### src/rtl/riscv_pkg.sv
// Shared definitions for the RISC-V core front end.
//   INST_BYTES    : byte stride between sequential fetch addresses.
//   NOP_INST      : canonical "addi x0, x0, 0", used by decode to fill bubbles.
//   fetch_entry_t : RV32 view of one instruction-queue entry {pc, inst}.
package riscv_pkg;

    localparam int unsigned INST_BYTES = 4;
    localparam logic [31:0] NOP_INST   = 32'h0000_0013;

    typedef struct packed {
        logic [31:0] pc;
        logic [31:0] inst;
    } fetch_entry_t;

endpackage

### src/rtl/fetch_fifo.sv
// Circular buffer used as the fetch instruction queue.
// Ports:
//   clk, rst         : clock, synchronous active-high reset
//   flush            : empties the buffer (pointers and count to zero)
//   push, push_data  : write push_data at the tail
//   pop              : retire the head entry
//   head_data        : combinational read of the head entry
//   count            : number of valid entries
// The caller guarantees no push when full and no pop when empty.
module fetch_fifo #(
    parameter int DATA_BITS = 64,
    parameter int DEPTH     = 4
) (
    input  logic                         clk,
    input  logic                         rst,
    input  logic                         flush,
    input  logic                         push,
    input  logic [DATA_BITS-1:0]         push_data,
    input  logic                         pop,
    output logic [DATA_BITS-1:0]         head_data,
    output logic [$clog2(DEPTH+1)-1:0]   count
);

    localparam int PW = $clog2(DEPTH);

    logic [DATA_BITS-1:0] mem [DEPTH];
    logic [PW-1:0]        head;
    logic [PW-1:0]        tail;

    // Explicit wrap so non-power-of-two depths index correctly.
    function automatic logic [PW-1:0] wrap_inc(input logic [PW-1:0] p);
        return (p == PW'(DEPTH - 1)) ? '0 : p + 1'b1;
    endfunction

    always_ff @(posedge clk) begin
        if (rst || flush) begin
            head  <= '0;
            tail  <= '0;
            count <= '0;
        end else begin
            if (push) tail <= wrap_inc(tail);
            if (pop)  head <= wrap_inc(head);
            case ({push, pop})
                2'b10:   count <= count + 1'b1;
                2'b01:   count <= count - 1'b1;
                default: ;
            endcase
        end
    end

    // Storage needs no reset: count gates every read of it.
    always_ff @(posedge clk) begin
        if (push) mem[tail] <= push_data;
    end

    assign head_data = mem[head];

endmodule

### src/rtl/riscv_fetch_queue.sv
// Instruction-fetch front end: sequential PC generation, fixed-latency
// instruction memory requests, and a queue toward decode.
// Ports:
//   clk, rst                   : clock, synchronous active-high reset
//   inst_addr_o, inst_ce_o     : memory request (address always = fetch PC)
//   inst_i                     : memory data, MEM_LATENCY cycles after request
//   redirect_i, redirect_pc_i  : branch flush and new PC (word aligned here)
//   id_ready_i                 : decode accepts the head entry
//   if_valid_o, if_pc_o, if_inst_o : head entry toward decode
module riscv_fetch_queue
    import riscv_pkg::*;
#(
    parameter int                       WORD_BITWIDTH = 32,
    parameter int                       QUEUE_DEPTH   = 4,
    parameter int                       MEM_LATENCY   = 1,
    parameter logic [WORD_BITWIDTH-1:0] RESET_PC      = '0
) (
    input  logic                     clk,
    input  logic                     rst,
    output logic [WORD_BITWIDTH-1:0] inst_addr_o,
    output logic                     inst_ce_o,
    input  logic [WORD_BITWIDTH-1:0] inst_i,
    input  logic                     redirect_i,
    input  logic [WORD_BITWIDTH-1:0] redirect_pc_i,
    input  logic                     id_ready_i,
    output logic                     if_valid_o,
    output logic [WORD_BITWIDTH-1:0] if_pc_o,
    output logic [WORD_BITWIDTH-1:0] if_inst_o
);

    localparam int W  = WORD_BITWIDTH;
    localparam int CW = $clog2(QUEUE_DEPTH + 1);
    localparam int SW = $clog2(QUEUE_DEPTH + MEM_LATENCY + 1);

    logic [W-1:0]           fetch_pc;
    logic [MEM_LATENCY-1:0] trk_valid;
    logic [W-1:0]           trk_pc [MEM_LATENCY];
    logic [CW-1:0]          count;
    logic [SW-1:0]          inflight;
    logic                   issue;
    logic                   push;
    logic                   pop;
    logic [2*W-1:0]         head_data;
    logic                   unused_redirect_lsbs;

    assign unused_redirect_lsbs = ^redirect_pc_i[1:0];

    always_comb begin
        inflight = '0;
        for (int i = 0; i < MEM_LATENCY; i++) begin
            inflight = inflight + SW'(trk_valid[i]);
        end
    end

    // Credit check: every outstanding request already owns a queue slot,
    // so a response can always be pushed without a full check.
    assign issue      = !rst && !redirect_i
                        && ((SW'(count) + inflight) < SW'(QUEUE_DEPTH));
    assign push       = trk_valid[MEM_LATENCY-1] && !redirect_i;
    assign if_valid_o = !rst && !redirect_i && (count != '0);
    assign pop        = if_valid_o && id_ready_i;

    assign inst_ce_o   = issue;
    assign inst_addr_o = fetch_pc;

    always_ff @(posedge clk) begin
        if (rst) begin
            fetch_pc <= RESET_PC;
        end else if (redirect_i) begin
            fetch_pc <= {redirect_pc_i[W-1:2], 2'b00};
        end else if (issue) begin
            fetch_pc <= fetch_pc + W'(INST_BYTES);
        end
    end

    // In-flight tracker: slot 0 is the request just issued, the last slot
    // lines up with inst_i for that request.
    always_ff @(posedge clk) begin
        if (rst || redirect_i) begin
            trk_valid <= '0;
        end else begin
            trk_valid[0] <= issue;
            for (int i = 1; i < MEM_LATENCY; i++) begin
                trk_valid[i] <= trk_valid[i-1];
            end
        end
    end

    always_ff @(posedge clk) begin
        trk_pc[0] <= fetch_pc;
        for (int i = 1; i < MEM_LATENCY; i++) begin
            trk_pc[i] <= trk_pc[i-1];
        end
    end

    fetch_fifo #(
        .DATA_BITS (2 * W),
        .DEPTH     (QUEUE_DEPTH)
    ) u_fifo (
        .clk       (clk),
        .rst       (rst),
        .flush     (redirect_i),
        .push      (push),
        .push_data ({trk_pc[MEM_LATENCY-1], inst_i}),
        .pop       (pop),
        .head_data (head_data),
        .count     (count)
    );

    assign if_pc_o   = head_data[2*W-1:W];
    assign if_inst_o = head_data[W-1:0];

endmodule

### config.mk
export PLATFORM = sky130hd
export DESIGN_NAME = riscv_fetch_queue
export DESIGN_NICKNAME = d
export VERILOG_FILES = /design/src/rtl/riscv_pkg.sv /design/src/rtl/fetch_fifo.sv /design/src/rtl/riscv_fetch_queue.sv
export SDC_FILE = /design/constraint.sdc
export NUM_CORES = 1
export LEC_CHECK = 0
export ABC_AREA = 1
export CORE_MARGIN = 2
export CORE_UTILIZATION = 50
export DETAILED_ROUTE_END_ITERATION = 6
export PLACE_DENSITY = 0.76
export SETUP_SLACK_MARGIN = 0.15
export SLEW_MARGIN = 30
export SYNTH_ARGS = -nofsm -noshare
export SYNTH_HDL_FRONTEND = slang
export SYNTH_SLANG_ARGS = --single-unit
### constraint.sdc
create_clock -name clk -period 4.8 [get_ports clk]
set_input_delay 1.44 -clock clk [delete_from_list [all_inputs] [get_ports clk]]
set_output_delay 1.44 -clock clk [all_outputs]
set_load 0.02 [all_outputs]
==> flow_summary.json, run 1 <==
{
  "status": "finished, final reports clean",
  "power.total_uw": 5909,
  "p_seq_frac": 0.521,
  "period_share": 0.9415,
  "fin_worst_skew_ns": 0.01684,
  "detailroute.via_count": 8539,
  "crit_arrival_ns": 3.08,
  "p_sw_uw": 1242,
  "crit_type": "input pin to output port",
  "syn_area_per_cell_sq_um": 11.53,
  "path_clk_slew_ns": 0.06,
  "wl_per_cell_microns": 16.87,
  "grt_pass1_wl_microns": 42310,
  "synth_common_cells": "248 x edfxtp_1, 163 x nor2_1, 138 x o21ai_0, 133 x nand2_1, 70 x dfxtp_1",
  "holdCritPathClass": "flip-flop to flip-flop",
  "die_area_sq_um": 26290,
  "tightest_slew_ns": 0.6848,
  "synth_top_area_frac": 0.5955,
  "regToRegStartpoint": "u_fifo.count[0]",
  "whs_ns": 0.4422,
  "hold_viol": 0,
  "drtAntennaViolNets": 0,
  "fmax_mhz": 221.3,
  "ctsHoldBuffers": 0,
  "cts_inserted_buffers": 31,
  "power_density_nw_per_um2": 378.1,
  "finalNetCount": 1319,
  "vdd_drop_max_v": 0.0002417,
  "fin_util": 0.6388,
  "ys_async_sr_fraction": 0,
  "hp-start": "inst_addr_o[3]",
  "drc_errors": 0,
  "intPower_uw": 4667,
  "syn-instance-count": 1085,
  "ys_top_cells_by_area": "edfxtp_1 60%, dfxtp_1 11%, o21ai_0 5.5%",
  "ys_seq_area_frac": 0.7076,
  "fp.dieW_microns": 162.2,
  "cts_tree": "built",
  "core_area_sq_um": 24460,
  "synth_edf_count": 248,
  "r2r_slack_ns": 2.86,
  "ios": 166,
  "io_buffers": 159,
  "routed_wl_microns": 26840,
  "synth_area_leader_cell": "edfxtp_1",
  "post_cts_buffers": 0,
  "syn_to_final_growth_pct": 24.96,
  "cts_sinks": 318,
  "relSlewSlack": 0.5434,
  "cp-start-kind": "input pin",
  "swShare": 0.2102,
  "die_y_microns": 162.2,
  "cts_resized": 0,
  "p_leak_uw": 0.005424,
  "hpwlAfterDp_microns": 16010,
  "cp_max_fo": 8,
  "vias_per_cell": 5.367,
  "antenna_cells": 0,
  "cp-startpoint": "rst",
  "gp_congestion": 0.8011,
  "htreeDepth": 1,
  "slew_viol_final": 0,
  "p_comb_frac": 0.051,
  "cts_buffer_depth": 3,
  "layout-drive-gt1-share": 0.09077,
  "finalSetupViolCount": 0,
  "synth_ff_type": "edfxtp_1",
  "initial_core_util": 0.5112,
  "max-cap-violations": 0,
  "clkPwrFrac": 0.427,
  "fin_crit_ns": 4.519,
  "drt_pass1_iterations": 5,
  "synthDistinctLibCells": 36,
  "num_rows": 57,
  "cp.required_ns": 3.36,
  "grt_pass1_vias": 8218,
  "antenna_found_initial": 0,
  "dr.first_iter.drc_count": 699,
  "crit_path_end_kind": "output port",
  "track_usage": 0.2022,
  "grt-ovfl-total": 0,
  "grt_max_degree": 125,
  "yosysWarnings": 0,
  "netlist_area_sq_um": 12510,
  "rsz0062_at_grt": "false",
  "root_buffer": "clkbuf_16",
  "clock_latency_ns": 0.55,
  "ys_seq_elements": 318,
  "synth.most_common_cell": "edfxtp_1"
}
==> cell usage in the layout (no fill, tap or decap), types with 8 or more instances in the layout <==
cell	instances
a21oi_1	33
buf_4	12
clkbuf_16	35
clkdlybuf4s50_1	159
clkinv_2	8
dfxtp_1	68
edfxtp_1	248
inv_1	63
nand2_1	133
nand2_2	9
nand3_1	56
nor2_1	159
nor2_4	13
o21ai_0	138
o22ai_1	62
==> cell families after synthesis <==
family | count (synthesis) | share of synthesized area
other cells | 1 | 0.0002999
xor+xnor | 6 | 0.004202
buf+inv | 126 | 0.04172
flops | 318 | 0.7076
simple gates | 383 | 0.1321
compound gates | 242 | 0.1048
mux | 1 | 0.0008004
fa+ha+maj | 8 | 0.008604
==> path summary, 6_finish.rpt <==
| kind | cells past startpoint | to |
|---|---|---|
| setup / recovery | 5 | if_valid_o |
| hold / removal | 0 | trk_pc[0][3] |
| hold reg to reg | 0 | trk_pc[0][3] |
| setup reg to reg | 11 | u_fifo.count[2] |
==> layer usage <==
layer	wire length [microns]	GRT usage	vias to the layer above
met5	0	0	-
met4	552	0.06195	0
met3	1817	0.03013	56
met2	12850	0.3325	335
met1	11620	0.2811	4026
li1	-	-	4122
==> sequential cells by signal (all words and copies together) (netlist names), named ones only <==
register	cells
u_fifo.count	3
trk_valid	1
trk_pc	30
u_fifo.head	2
u_fifo.tail	2
u_fifo.mem	248
inst_addr_o	30
==> power groups by stage <==
stage          sequential, uW  clock (uW)  combinational (uW)
4_1_cts                  3080        2570                 306
3_5_place_dp             3140           0                 303
2_1_floorplan            3140           0                 126
5_1_grt                  3090        2680                 329
6_report                 3080        2520                 304
3_3_place_gp             3130           0                 299
==> cell type report <==
| class | count | area (sq um) |
|---|---|---|
| inverters | 70 | 265.3 |
| flip-flops and latches | 318 | 8853 |
| clock inverters | 21 | 215.2 |
| multi-input cells | 644 | 3177 |
| fillers | 1842 | 8835 |
| clock buffers | 36 | 889.6 |
| repair buffers | 178 | 1822 |
| well taps | 324 | 405.4 |
==> critical path, cell delays in order <==
cell	delay, ns
clkdlybuf4s50_1	0.48
nor2_4	0.25
inv_1	0.11
a31oi_1	0.16
clkdlybuf4s50_1	0.62
==> through the flow <==
stage	setup WS (ns)	cell area [sq um]	TNS, ns	cells
after global routing	0.2117	15630	0	1591
after CTS	0.2611	15630	0	1591
after detailed placement	0.2764	14520	0	1534
after global placement	0.2427	14520	0	1534
after floorplan	-0.09590	12520	-23.78	1088
final	0.2806	15630	0	1591
Note: power is estimated with default switching activity, not from simulation.
==> run 2: changes to the inputs <==
Settings changed: CORE_MARGIN 2 to unset, SETUP_SLACK_MARGIN 0.15 to 0.05.
==> run 2 against run 1 <==
Combinational power about the same. Maximum frequency barely moved. Worst setup slack better by 0.0022 ns. Critical endpoint unchanged. Highest routed layer unchanged. Largest cell class unchanged.
==> flow_summary.json, run 2 (synthesis results as in run 1) <==
{
  "status": "finished, final reports clean",
  "num_rows": 57,
  "gp_congestion": 0.8075,
  "path_clk_slew_ns": 0.06,
  "track_usage": 0.2087,
  "clock_latency_ns": 0.50,
  "die_area_sq_um": 25650,
  "crit_type": "input pin to output port",
  "fin_crit_ns": 4.517,
  "initial_core_util": 0.5127,
  "core_area_sq_um": 24390,
  "fin_util": 0.6406,
  "ios": 166,
  "slew_viol_final": 0,
  "cp.required_ns": 3.36,
  "grt-ovfl-total": 0,
  "antenna_found_initial": 0,
  "io_buffers": 159,
  "wl_met2_microns": 12720,
  "fin_setup_tns_ns": 0,
  "syn_to_final_growth_pct": 24.94,
  "cp_max_fo": 8,
  "grt_max_degree": 64,
  "die_y_microns": 160.2,
  "place_area_sq_um": 14470,
  "layout-drive-gt1-share": 0.08202,
  "fp.dieW_microns": 160.2,
  "max-cap-violations": 0,
  "cts_sinks": 318,
  "root_buffer": "clkbuf_16",
  "cp-start-kind": "input pin",
  "power_density_nw_per_um2": 384.5,
  "stdcell_count": 1592,
  "p_leak_uw": 0.005423,
  "dpl.cell_count": 1530,
  "wl_met1_microns": 11670,
  "drc_errors": 0,
  "rsz0062_at_grt": "false",
  "finalNetCount": 1318,
  "crit_arrival_ns": 3.08,
  "wl_met3_microns": 1563,
  "drt_pass1_iterations": 5,
  "tightest_slew_ns": 0.7389,
  "final_common_cell": "edfxtp_1",
  "final_cell_mix": "248 x edfxtp_1, 159 x nor2_1, 159 x clkdlybuf4s50_1",
  "cts_inserted_buffers": 34,
  "top_layer": "met4",
  "largest_reg_flops": 248,
  "holdCritPathClass": "flip-flop to flip-flop",
  "cts_buffer_depth": 3,
  "fmax_mhz": 221.4,
  "stdcell_area_sq_um": 15630,
  "whs_ns": 0.4376,
  "vdd_drop_max_v": 0.0002296,
  "hpwlAfterDp_microns": 15110,
  "dr.first_iter.drc_count": 562,
  "htreeDepth": 2,
  "ctsHoldBuffers": 0,
  "cts_tree": "built",
  "hold_viol": 0,
  "routed_wl_microns": 26500,
  "antenna_cells": 0,
  "wl_per_cell_microns": 16.65,
  "vias_per_cell": 5.276,
  "post_cts_buffers": 0,
  "drtAntennaViolNets": 0,
  "fin_worst_skew_ns": 0.01106,
  "cts_resized": 0,
  "regMostFlops": "u_fifo.mem",
  "grt_pass1_wl_microns": 42170,
  "relSlewSlack": 0.5074,
  "detailroute.via_count": 8399,
  "finalSetupViolCount": 0,
  "grt_pass1_vias": 8211,
  "period_share": 0.9411,
  "crit_path_end_kind": "output port"
}
==> run 2: final cells by class <==
type	count	area, sq um
repair buffers	174	1767
flip-flops and latches	318	8853
multi-input cells	644	3177
clock buffers	49	1012
inverters	70	265.3
well taps	324	405.4
fillers	1853	8766
clock inverters	13	145.1
==> run 2: through the flow <==
stage / total power (uW) / worst slack [ns]
final: 6008 / 0.2828
after global routing: 6202 / 0.1769
after CTS: 6060 / 0.2395
after global placement: 3433 / 0.2563
after floorplan: 3266 / -0.09590
after detailed placement: 3440 / 0.2503
==> run 2: layer usage <==
metal	track usage	up-vias
li1	-	4120
met3	0.03143	42
met5	0	-
met4	0.06926	0
met1	0.2836	3935
met2	0.3449	302
==> run 2: report_power, final <==
| group | leakage [uW] | switching, uW | total [uW] | internal (uW) |
|---|---|---|---|---|
| registers | 0.00278 | 55.3 | 3080 | 3020 |
| logic | 0.00208 | 161 | 304 | 143 |
| clock network | 0.000560 | 992 | 2620 | 1630 |
| total | 0.00542 | 1210 | 6010 | 4800 |
==> run 2: worst paths after layout <==
kind / end / cells after the start / from / slack, ns
worst min register to register: trk_pc[0][3] / 0 / inst_addr_o[3] / 0.44
worst min-delay path: trk_pc[0][3] / 0 / inst_addr_o[3] / 0.44
worst max-delay path: if_valid_o / 5 / rst / 0.28
worst max register to register: u_fifo.count[2] / 11 / u_fifo.count[0] / 2.85
==> run 2: critical path, stage by stage <==
cell and delay (ns):
clkdlybuf4s50_1 0.48, nor2_4 0.24, inv_1 0.11, a31oi_1 0.17
clkdlybuf4s50_1 0.63
==> variant 1: new RTL, config.mk and constraints of run 2 <==
`WORD_BITWIDTH`: 32 -> 64.
--- a/src/rtl/riscv_fetch_queue.sv
+++ b/src/rtl/riscv_fetch_queue.sv
@@ -11,5 +11,5 @@
     import riscv_pkg::*;
 #(
-    parameter int                       WORD_BITWIDTH = 32,
+    parameter int                       WORD_BITWIDTH = 64,
     parameter int                       QUEUE_DEPTH   = 4,
     parameter int                       MEM_LATENCY   = 1,
Ports: changed (5 resized); port bits go from 166 to 326. No check against the original RTL was run, so the function may have changed too.
==> variant 1 against run 2 <==
Count of clock-buffer cells in the layout grew 41. Setup slack improved by 53 ps. Utilization fell by 0.51 points. Combinational power increased by 98%. Non-clock buffer count up 176. Total power is 98% higher. Sequential cell count grew 320. Sequential share of layout area increased by 0.28 points. Design area is 100% higher. Synthesized area increased by 100%. Die area is 99% higher. Wire length grew 150%. Via count grew 110%.
==> variant 1: results (changes against run 2) <==
- GRT Util Overall: 25.6% (+4.7 points)
- CTS buffer count: 66 (+94%)
- Relative slew slack: 47.2% (-3.5 points)
- Crit path to: if_inst_o[34]
- CTS HTree Levels: 3 (+1)
- CP Max Fanout: 87 (+79)
- Placed Area: 29100 sq um (+100%)
- Post-synth top cells: edfxtp_1 (504), nor2_1 (367), nand2_1 (329)
- Met3 wire len: 4670 microns (+200%)
- Post-synthesis mux area share: 0% (-0.080 points)
- Library cells used by synthesis: 39 (+8.3%)
- Nets@finish: 2638 (+100%)
- Max reg flops: 504 (+100%)
- Number of synthesized flops with an enable pin: 504 (+100%)
- Top cells by area, synth: edfxtp_1 (60%), dfxtp_1 (11%), nor2_1 (5.5%), o21ai_0 (5.3%), nand2_1 (4.9%)
- Sequential Power Share: 52.2% (+0.9 points)
- Compound-Gate Fraction of Synth Area: 10.8% (+0.31 points)
- FF-to-FF Start: inst_addr_o[29]
- Hold path endpoint: trk_pc[0][44]
- Post-Layout Cell Count: 3225 (+100%)
- DRT iter0 DRCs: 1523 (+170%)
- Port bufs: 319 (+100%)
- Post-Synth Adder-Cell Area: 0.429% (-0.43 points)
- Pre-CTS setup slack: 638 ps (+387 ps)
- R2R cell count: 8 (-3)
- Post-synthesis xor/xnor area fraction: 0.977% (+0.56 points)
- Placed cells: 3094 (+100%)
- Met2 wire length: 32500 microns (+160%)
- CP Launch Type: flip-flop
- First-pass GRT wire length: 97800 microns (+130%)
- Critical path's largest stage delay: 650 ps (+20 ps)
- R2r endpoint: inst_addr_o[31]
- Status: finished, final reports clean
- Drt wl/cell: 20.5 microns (+23%)
- R2r setup slk: 2570 ps (-280 ps)
- Worst hold slack: 452 ps (+14.9 ps)
- Mean Syn Cell Area: 11.5 sq um (-0.48%)
- Met1 Track Usage GR: 32.6% (+4.3 points)
- Peak VDD IR: 0.000276 V (+20%)
- Worst hold start: inst_addr_o[44]
- Final Wtd Congestion: 0.927 (+15%)
- P_leak: 10.9 nW (+100%)
- Antenna violations before repair: 9 (+9)
-- variant 1: changes by cell type after synthesis, moves of 18 or more --
| cell | delta |
|---|---|
| dfxtp_1 | +64 |
| clkbuf_1 | +36 |
| nand2_1 | +196 |
| o22ai_1 | +64 |
| nor2_1 | +204 |
| a21oi_1 | +22 |
| o21bai_1 | +18 |
| inv_1 | +50 |
| edfxtp_1 | +256 |
| o21ai_0 | +128 |
-- variant 1: cell type report --
| class | count | area (sq um) | share of cell area, % |
|---|---|---|---|
| clock inverter | 31 | 325 | 1.04 |
| tap | 664 | 831 | 2.65 |
| timing repair buffer | 350 | 3630 | 11.6 |
| antenna | 10 | 25.0 | 0.0799 |
| inverter | 122 | 473 | 1.51 |
| multi-input combinational | 1320 | 6350 | 20.3 |
| sequential | 638 | 17800 | 56.9 |
| clock buffer | 90 | 1850 | 5.90 |
==> variant 2: new RTL, settings of run 2 <==
Made on the original files. Reset style: asynchronous (`rst`), changed in one clocked block. Comments in the files are not updated.
--- a/src/rtl/riscv_fetch_queue.sv
+++ b/src/rtl/riscv_fetch_queue.sv
@@ -64,5 +64,5 @@
     assign inst_addr_o = fetch_pc;
 
-    always_ff @(posedge clk) begin
+    always_ff @(posedge clk or posedge rst) begin
         if (rst) begin
             fetch_pc <= RESET_PC;
Check against the original RTL: differs if rst is asserted again (counterexample within 4 cycles, from zero or initial values and one cycle with rst high); with rst held inactive, the same outputs for 4 cycles.
==> variant 2 against run 2 <==
Setup slack gained 8.3 ps. Synthesized area decreased by 0.29%. Sequential cell count is the same. Sequential share of layout area rose by 1.0 points. Wire length grew 1.2%. Register-to-register slack got worse by 30 ps. Design area fell by 0.12%. Total power increased by 3.0%. Critical endpoint unchanged. Largest cell class unchanged.
==> variant 2: results (changes against run 2) <==
- Status: finished, final reports clean
- Peak VDD IR: 0.000194 V (-16%)
- Layout filler cell count: 1817 (-1.9%)
- CP Max Fanout: 7 (-1)
- Clock tree buffer depth: 3 (unchanged)
- Final Wtd Congestion: 0.845 (+4.6%)
- Share of cells above drive strength 1: 7.37% (-0.83 points)
- Drt wl/cell: 17.1 microns (+2.5%)
- Pre-CTS setup slack: 301 ps (+51.1 ps)
- Vias: 8404 (+0.060%)
- Int Power: 4.87 mW (+1.5%)
- DRT iter0 DRCs: 772 (+37%)
- GRT Util Overall: 21.1% (+0.25 points)
- Top cells by area, synth: edfxtp_1 (60%), dfxtp_1 (6.4%), dfrtp_1 (6.0%), nand2_1 (4.9%), nor2_1 (4.8%)
- Dpl hpwl: 15800 microns (+4.5%)
- Vias in the first global route: 8149 (-0.76%)
- Library cells used by synthesis: 31 (-14%)
- Async SR Flop Fraction: 9.43% (+9.4 points)
- Placed Area: 14500 sq um (about the same)
- Clk_lat worst skew: 500 ps (about the same)
- First-pass GRT wire length: 42400 microns (+0.62%)
- Maximum number of pins on one net before global-route repair: 82 (+28%)
- Sequential area share after synthesis: 72.2% (+1.4 points)
- Final Skew: 12.0 ps (+0.919 ps)
- P_leak: 5.64 nW (+4.1%)
- Nets@finish: 1302 (-1.2%)
- Post-CTS Setup Inserts: 0 (unchanged)
- Arrival time at the worst endpoint: 3070 ps (about the same)
- Post-synth top cells: edfxtp_1 (248), nand2_1 (162), nor2_1 (160)
- Worst Max-Slew Pin Slew: 799 ps (+60.0 ps)
## variant 2: cell count changes after synthesis, sizes merged, moves of 6 or more
cell,delta
inv,-7
nand3,+12
nand2,+21
dfrtp,+30
nor2,-7
dfxtp,-30
a21oi,-25
o21ai,-9
clkbuf,-6
## variant 2: power by group through the flow
stage	Combinational [mW]	Sequential, mW	Clock [mW]
after floorplan	0.170	3.24	0
after global placement	0.401	3.24	0
after detailed placement	0.407	3.24	0
after CTS	0.410	3.19	2.64
after global routing	0.445	3.20	2.75
final	0.407	3.19	2.59
## variant 2: cell families after synthesis
family,count (synthesis),synth area share (%)
AND/OR/NAND/NOR,408,13.5
XOR/XNOR,3,0.211
adder cells (fa/ha/maj),8,0.863
buffers and inverters,114,3.83
other,1,0.0301
AO/OA/AOI/OAI,212,9.36
flip-flops,318,72.2
## variant 2: final timing paths
| kind | start | endpoint | slack (ps) | depth (start not counted) |
|---|---|---|---|---|
| worst max register to register | u_fifo.count[1] | u_fifo.count[2] | 2820 | 11 |
| worst min-delay path | trk_pc[0][10] | u_fifo.mem[2][42] | 470 | 0 |
| worst max-delay path | rst | if_valid_o | 290 | 5 |
| worst min register to register | trk_pc[0][10] | u_fifo.mem[2][42] | 470 | 0 |
| min in group asynchronous | rst | inst_addr_o[19] | 1390 | 2 |
| max in group asynchronous | rst | inst_addr_o[5] | 2840 | 3 |
## variant 2: stage by stage
step	power, mW	hold WS [ps]	cells	setup TNS [ps]
after detailed placement	3.65	454	1514	0
final	6.19	465	1572	0
after CTS	6.23	468	1572	0
after global placement	3.64	450	1514	0
after global routing	6.39	483	1572	0
after floorplan	3.41	438	1067	-22830
## variant 2: cell type report
cell class | instances | area [sq um] | share of cell area (%)
Multi-Input combinational cell | 635 | 3030 | 19.4
Clock buffer | 45 | 986 | 6.32
Inverter | 61 | 231 | 1.48
Sequential cell | 318 | 9000 | 57.7
Tap cell | 324 | 405 | 2.60
Timing Repair Buffer | 176 | 1810 | 11.6
Clock inverter | 13 | 139 | 0.890
## variant 2: layer usage
layer	track usage (%)	part of all wire, %	vias to the layer above
met4	5.93	1.7	0
met3	4.18	6.4	38
met5	0	0	-
met2	35.4	49	288
li1	-	-	4059
met1	28.1	43	4019
## variant 2: critical path, stage by stage
cell	delay, ps
clkdlybuf4s50_1	460
nor2_4	230
inv_1	120
a31oi_1	180
clkdlybuf4s50_1	640
